===== src/rtl/uart_tx_scheduler.sv =====
// Two-requester round-robin front end for an 8N1 UART transmitter.
// Bit timing comes from counting oversample ticks from the baud generator.
module uart_tx_scheduler #(
  parameter int DBIT    = 8,
  parameter int OS      = 16,
  parameter int SB_TICK = 16
) (
  input  logic            clk_i,
  input  logic            reset_n_i,
  input  logic            tick_i,
  input  logic            req0_valid_i,
  input  logic [DBIT-1:0] req0_data_i,
  output logic            req0_ready_o,
  input  logic            req1_valid_i,
  input  logic [DBIT-1:0] req1_data_i,
  output logic            req1_ready_o,
  output logic            tx_o,
  output logic            busy_o,
  output logic            grant_o
);
  localparam int SMAX = (OS > SB_TICK) ? OS : SB_TICK;
  localparam int SW   = (SMAX > 1) ? $clog2(SMAX) : 1;
  localparam int NW   = (DBIT > 1) ? $clog2(DBIT) : 1;

  typedef enum logic [1:0] {IDLE, START, DATA, STOP} state_t;

  state_t          state;
  logic [SW-1:0]   s;
  logic [NW-1:0]   n;
  logic [DBIT-1:0] shreg;
  logic            ptr;
  logic            sel;

  // Pointer only matters on contention; a lone requester always wins.
  always_comb begin
    sel = req1_valid_i;
    if (req0_valid_i && req1_valid_i) sel = ptr;
  end

  assign req0_ready_o = (state == IDLE) && req0_valid_i && !sel;
  assign req1_ready_o = (state == IDLE) && req1_valid_i &&  sel;

  always_ff @(posedge clk_i or negedge reset_n_i) begin
    if (!reset_n_i) begin
      state   <= IDLE;
      s       <= '0;
      n       <= '0;
      shreg   <= '0;
      ptr     <= 1'b0;
      grant_o <= 1'b0;
      tx_o    <= 1'b1;
      busy_o  <= 1'b0;
    end else begin
      case (state)
        IDLE: begin
          if (req0_ready_o || req1_ready_o) begin
            shreg   <= sel ? req1_data_i : req0_data_i;
            grant_o <= sel;
            ptr     <= !sel;
            s       <= '0;
            tx_o    <= 1'b0;
            busy_o  <= 1'b1;
            state   <= START;
          end
        end
        START: begin
          if (tick_i) begin
            if (s == SW'(OS-1)) begin
              s     <= '0;
              n     <= '0;
              tx_o  <= shreg[0];
              state <= DATA;
            end else begin
              s <= s + 1'b1;
            end
          end
        end
        DATA: begin
          if (tick_i) begin
            if (s == SW'(OS-1)) begin
              s     <= '0;
              shreg <= shreg >> 1;
              // tx is registered, so drive the next bit from shreg[1] now
              if (n == NW'(DBIT-1)) begin
                tx_o  <= 1'b1;
                state <= STOP;
              end else begin
                n    <= n + 1'b1;
                tx_o <= shreg[1];
              end
            end else begin
              s <= s + 1'b1;
            end
          end
        end
        STOP: begin
          if (tick_i) begin
            if (s == SW'(SB_TICK-1)) begin
              s      <= '0;
              busy_o <= 1'b0;
              state  <= IDLE;
            end else begin
              s <= s + 1'b1;
            end
          end
        end
        default: state <= IDLE;
      endcase
    end
  end
endmodule


===== config.mk =====
export PLATFORM = sky130hd
export DESIGN_NAME = uart_tx_scheduler
export DESIGN_NICKNAME = d
export VERILOG_FILES = /design/src/rtl/uart_tx_scheduler.sv
export SDC_FILE = /design/constraint.sdc
export NUM_CORES = 1
export LEC_CHECK = 0
export CAP_MARGIN = 5
export CORE_ASPECT_RATIO = 1.4
export CORE_MARGIN = 1
export CORE_UTILIZATION = 45
export DETAILED_ROUTE_END_ITERATION = 10
export PLACE_DENSITY = 0.68
export SYNTH_ARGS = -nofsm -noshare
export SYNTH_HDL_FRONTEND = slang
export SYNTH_SLANG_ARGS = --single-unit

===== constraint.sdc =====
create_clock -name clk_i -period 2.4 [get_ports clk_i]
set_input_delay 0.48 -clock clk_i [delete_from_list [all_inputs] [get_ports clk_i]]
set_output_delay 0.48 -clock clk_i [all_outputs]
set_load 0.05 [all_outputs]

## Word-level counts from Yosys, hierarchy flattened

Index checks and enable logic that the tools add are counted.

| operators by class | value |
|---|---|
| add/subtract/negate cells | 2 |
| equal/unequal tests | 15 |
| multiplexer cells | 36 |
| reductions and logical operators | 20 |

Operators by type and width:

| operator | count |
|---|---|
| $mux 8 | 4 |
| $mux 2 | 8 |
| $ne 2x2->1 const B | 8 |
| $pmux 8 s2 | 1 |
| $mux 3 | 5 |
| $mux 4 | 3 |
| $reduce_and 6->1 | 2 |
| $mux 1 | 10 |
| $pmux 2 s4 | 1 |
| $pmux 4 s2 | 1 |
| $reduce_and 4->1 | 2 |
| $reduce_and 8->1 | 1 |
| $pmux 3 s2 | 1 |
| $reduce_bool 2->1 | 3 |
| $logic_and 1x1->1 | 5 |
| $add 4x1->4 const B | 1 |
| $eq 2x2->1 const B | 2 |
| $eq 4x4->1 const B | 1 |
| $ne 2x1->1 const B | 2 |
| $reduce_and 2->1 | 2 |
| $add 3x1->3 const B | 1 |
| $eq 3x3->1 const B | 1 |
| $pmux 1 s3 | 1 |
| $reduce_bool 3->1 | 1 |
| 6 further kinds | 6 |

| storage, ports and cells | value |
|---|---|
| register bits | 21 |
| input bits | 21 |
| output and inout bits | 5 |

## Depth between registers and ports, before layout

Gate-level depths: netlist of the first run.

| depth | value |
|---|---|
| depth after elaboration | 7 |
| gate-level depth with buffers | 7 |

## Worst setup path after synthesis of the first run

No wires, ideal clock.

| path | value |
|---|---|
| kind | reg2out |
| start | reg state[0] |
| end | out req0_ready_o |
| arrival time | 1.678 ns |
| required time | 1.920 ns |
| path slack | 0.242 ns |
| stages on the path, launching flop included | 6 |
| cell sequence | dfrtp_1 inv_1 ha_1 buf_4 nand2_1 a21oi_1 |

| between the ends | value |
|---|---|
| word-level cells in the longest chain between the ends | 3 |

Ends and longest elaborated chain:

| item | RTL line | RTL |
|---|---|---|
| start, declared | 27 | `state_t state;` |
| start signal, assigned | 45 | `state <= IDLE;` |
| start signal, assigned | 63 | `state <= START;` |
| start signal, assigned | 72 | `state <= DATA;` |
| $logic_not 2->1 | 40 | `assign req0_ready_o = (state == IDLE) && req0_valid_i && !sel;` |
| $logic_and 1x1->1 (2 in a row) | 40 |  |
| end, declared | 13 | `output logic req0_ready_o,` |

No other way between the ends.

## Worst setup path in the final report of the first run

| path | value |
|---|---|
| start | in req0_valid_i |
| end | out req1_ready_o |

| between the ends | value |
|---|---|
| word-level cells in the longest chain between the ends | 3 |

Ends and longest elaborated chain:

| item | RTL line | RTL |
|---|---|---|
| start, declared | 11 | `input logic req0_valid_i,` |
| $logic_and 1x1->1 | 37 | `if (req0_valid_i && req1_valid_i) sel = ptr;` |
| $mux 1 | 37 |  |
| $logic_and 1x1->1 | 41 | `assign req1_ready_o = (state == IDLE) && req1_valid_i && sel;` |
| end, declared | 16 | `output logic req1_ready_o,` |

No other way between the ends.

==> impl_metrics.env, run 1 <==
export IMPL_cts_hold_fix_buffers=0
export IMPL_worst_slew_pin_slew_ns=0.505
export IMPL_crit_path_start_kind="input port"
export IMPL_final_antenna_net_count=0
export IMPL_vias_in_the_first_global_route=1125
export IMPL_multiInputGateArea_sq_um=791
export IMPL_grt_first_pass_wirelength_mm=4.90
export IMPL_die_width_microns=48.5
export IMPL_netlist_area_sq_um=1360
export IMPL_crit_end_element="primary output"
export IMPL_yosysSeqAreaShare_pct=38.7
export IMPL_register_area_sq_um=527
export IMPL_initial_utilization_pct=47.3
export IMPL_grt_max_degree=22
export IMPL_timing_final_hold_violations=0
export IMPL_post_synth_num_cell_types=31
export IMPL_ys_top_cells_by_area="sky130_fd_sc_hd__dfrtp_1 37%, sky130_fd_sc_hd__mux2_2 9.1%, sky130_fd_sc_hd__ha_1 8.3%, sky130_fd_sc_hd__o21ai_0 7.7%, sky130_fd_sc_hd__nor2b_1 5.1%"
export IMPL_root_buffer_selected_by_cts="sky130_fd_sc_hd__clkbuf_8"
export IMPL_rsz0062_at_grt="no"
export IMPL_worst_slew_margin_rel_pct=66.3
export IMPL_crit_family="buffers and inverters"
export IMPL_yosys_register_bits=21
export IMPL_biggest_fanout_along_the_worst_timing_path=10
export IMPL_post_synth_net_total=173
export IMPL_drive_gt1_share_pct=16.1
export IMPL_powerDensity_nw_per_um2=1100
export IMPL_area_growth_syn_to_layout_pct=27.5
export IMPL_path_clk_slew_ns=0.08
export IMPL_drt_first_iter_violations=33
export IMPL_diodes_inserted=0
export IMPL_p_leak_nw=0.745
export IMPL_layout_worst_path_cycle_share_pct=88.1
export IMPL_power_mw=1.91
export IMPL_arrival_ns=1.63
export IMPL_design_die_area_sq_um=3250
export IMPL_vias=1159
export IMPL_remaining_drc_errors=0
export IMPL_worstSkewPairLatency_ns=0.26
export IMPL_path_cells="clkdlybuf4s50_1 -> nor2b_1 -> buf_4 -> nor2_1 -> buf_4"
export IMPL_timing_setup_tns_ns=0
export IMPL_clock_tree_buffer_depth=2
export IMPL_period_minus_slack_ns=2.11
export IMPL_worst_path_most_repeated_cell="sky130_fd_sc_hd__buf_4"
export IMPL_filler_cell_count=251
export IMPL_finalMaxSlewViolations=0
export IMPL_finalNetCount=205
export IMPL_htree_num_levels=1
export IMPL_finish_cell_count_without_fillers=211
export IMPL_area_fraction_of_the_dominant_cell_type_after_synthesis_pct=36.7
export IMPL_cp_required_ns=1.92
export IMPL_ir_worst_vdd_v=0.000624
export IMPL_num_io_pins=26
export IMPL_detail_route_wirelength_mm=2.92
export IMPL_die_height_microns=67.1
export IMPL_critical_path_slowest_cell="sky130_fd_sc_hd__clkdlybuf4s50_1"
export IMPL_critical_path_max_stage_delay_ns=0.45
export IMPL_placed_cells=207
export IMPL_postCtsSetupBuffers=0
export IMPL_cts_made_buffers=3
export IMPL_first_pass_iters=4
export IMPL_critical_path_buf_inv_count=3
export IMPL_num_rows=23
export IMPL_outcome="complete, no violations"
export IMPL_worstSetupPathType="input port to primary output"
export IMPL_tritoncts_clock_tree="yes"
export IMPL_worstHoldPathType="register to register"
export IMPL_buffer_ports_inserted=25
export IMPL_place_congestion=0.765
export IMPL_overflow=0
export IMPL_synthCells=143
export IMPL_cts_resized=0
export IMPL_max_freq_ghz=0.473
export IMPL_post_synth_top_area_cell="sky130_fd_sc_hd__dfrtp_1"
export IMPL_drv_max_cap_violation_count=0
export IMPL_cts_sinks=21
export IMPL_global_route_usage_total_pct=19.6
export IMPL_synth_warnings=0
export IMPL_detailedPlacementHpwl_mm=2.31
export IMPL_grt_antenna_before_repair=0
export IMPL_design_core_area_sq_um=2880
export IMPL_vias_per_cell=5.49
export IMPL_setup_violators_final=0
export IMPL_synth_avg_cell_area_sq_um=9.53
export IMPL_finalClockSkew_ns=0.00453
export IMPL_route_detailed_wl_per_inst_microns=13.8
worst reg2reg max path, stage by stage, from the launching register on:
cell                      delay [ns]
sky130_fd_sc_hd__dfrtp_1        0.42
sky130_fd_sc_hd__inv_1          0.14
sky130_fd_sc_hd__ha_1           0.22
sky130_fd_sc_hd__nand2_1        0.14
sky130_fd_sc_hd__o211a_1        0.20
sky130_fd_sc_hd__a21oi_4        0.26
sky130_fd_sc_hd__mux2_2         0.38
per-stage QoR:
stage	cell area (sq um)	setup slack [ns]	util, %	hold slack [ns]
after floorplan	1360	0.242	-	0.184
after global placement	1690	0.241	58.8	0.465
after detailed placement	1690	0.211	58.8	0.481
after CTS	1740	0.279	60.4	0.498
after global routing	1740	0.190	60.4	0.522
final	1740	0.287	60.4	0.495
area by class of cell:
cell class,count,share of cell area (%)
Inverter,3,0.648
Tap cell,37,2.66
Multi-Input combinational cell,113,45.5
Clock buffer,4,2.59
Sequential cell,21,30.3
Timing Repair Buffer,33,18.3
registers in the layout (all words and copies together) (netlist names):
signal   flops
grant_o      1
ptr          1
s            4
tx_o         1
shreg        8
n            3
busy_o       1
state        2
cell usage after synthesis:
master                     instances
sky130_fd_sc_hd__a22o_1            4
sky130_fd_sc_hd__o211a_1           1
sky130_fd_sc_hd__and4_1            1
sky130_fd_sc_hd__a31oi_1           8
sky130_fd_sc_hd__mux2_2           11
sky130_fd_sc_hd__o21ai_0          21
sky130_fd_sc_hd__nand4_1           1
sky130_fd_sc_hd__and2b_1           1
sky130_fd_sc_hd__dfrtp_1          20
sky130_fd_sc_hd__o31ai_1           1
sky130_fd_sc_hd__clkbuf_1          4
sky130_fd_sc_hd__and2_1            2
sky130_fd_sc_hd__nor3b_1           1
sky130_fd_sc_hd__a21boi_0          1
sky130_fd_sc_hd__buf_6             1
sky130_fd_sc_hd__buf_4             1
sky130_fd_sc_hd__a31o_2            1
sky130_fd_sc_hd__nand3_1           4
sky130_fd_sc_hd__o211ai_4          1
sky130_fd_sc_hd__ha_1              9
sky130_fd_sc_hd__nor2b_1          11
sky130_fd_sc_hd__inv_1             3
sky130_fd_sc_hd__a21oi_4           1
sky130_fd_sc_hd__nand2_1          10
sky130_fd_sc_hd__a21o_1            2
sky130_fd_sc_hd__dfstp_2           1
sky130_fd_sc_hd__nor2_1            5
sky130_fd_sc_hd__mux2i_1           1
sky130_fd_sc_hd__nand3b_1          1
sky130_fd_sc_hd__a21oi_1          12
sky130_fd_sc_hd__nand2b_1          2
final timing paths:
check / start / depth (start not counted) / endpoint / slack, ns
worst max-delay path: req0_valid_i / 5 / req1_ready_o / 0.29
worst max register to register: state[0]$_DFFE_PN0P_ / 6 / shreg[6]$_DFFE_PN0P_ / 0.52
max in group asynchronous: reset_n_i / 2 / tx_o$_DFFE_PN1P_ / 1.56
worst min-delay path: grant_o$_DFFE_PN0P_ / 1 / grant_o$_DFFE_PN0P_ / 0.49
worst min register to register: grant_o$_DFFE_PN0P_ / 1 / grant_o$_DFFE_PN0P_ / 0.49
min in group asynchronous: reset_n_i / 2 / s[1]$_DFFE_PN0P_ / 0.56
per-layer routing:
layer  global-route usage (%)  wire length, microns  part of all wire (%)  vias to the layer above
met1                     21.9                  1210                    42                      544
met2                     38.4                  1580                    54                       32
met3                     2.28                    97                   3.3                        4
met5                        0                     0                     0                        -
met4                     6.62                    28                  0.96                        0
li1                         -                     -                     -                      579
layout by cell type, fill, tap and decap left out, types with 2 or more instances in the layout:
master                            instances
sky130_fd_sc_hd__and2_1                   2
sky130_fd_sc_hd__a22o_1                   4
sky130_fd_sc_hd__mux2_2                  11
sky130_fd_sc_hd__nor2_1                   5
sky130_fd_sc_hd__a21o_1                   2
sky130_fd_sc_hd__nand2b_1                 2
sky130_fd_sc_hd__nand3_1                  4
sky130_fd_sc_hd__o21ai_0                 21
sky130_fd_sc_hd__dfrtp_1                 20
sky130_fd_sc_hd__clkbuf_8                 3
sky130_fd_sc_hd__a21oi_1                 12
sky130_fd_sc_hd__a31oi_1                  8
sky130_fd_sc_hd__buf_4                    9
sky130_fd_sc_hd__nand2_1                 10
sky130_fd_sc_hd__ha_1                     9
sky130_fd_sc_hd__nor2b_1                 11
sky130_fd_sc_hd__clkdlybuf4s50_1         23
sky130_fd_sc_hd__inv_1                    3
report_power, final:
group / leakage, nW / internal (mW) / switching (mW)
Combinational: 0.469 / 0.513 / 0.539
Sequential: 0.254 / 0.505 / 0.118
Clock: 0.0228 / 0.118 / 0.114
kinds of logic after synthesis:
group | synth area share [%]
buffers and inverters | 3.31
flip-flops | 38.7
adder cells (fa/ha/maj) | 8.26
AND/OR/NAND/NOR | 15.2
AO/OA/AOI/OAI | 24.7
multiplexers | 9.83
Power figures use the tool's default switching activity.
==> inputs of run 2 (changes only) <==
TNS_END_PERCENT = 20   (was default)
==> results of run 2 <==
No change in the layout: final DEF, timing and power equal those of run 1.
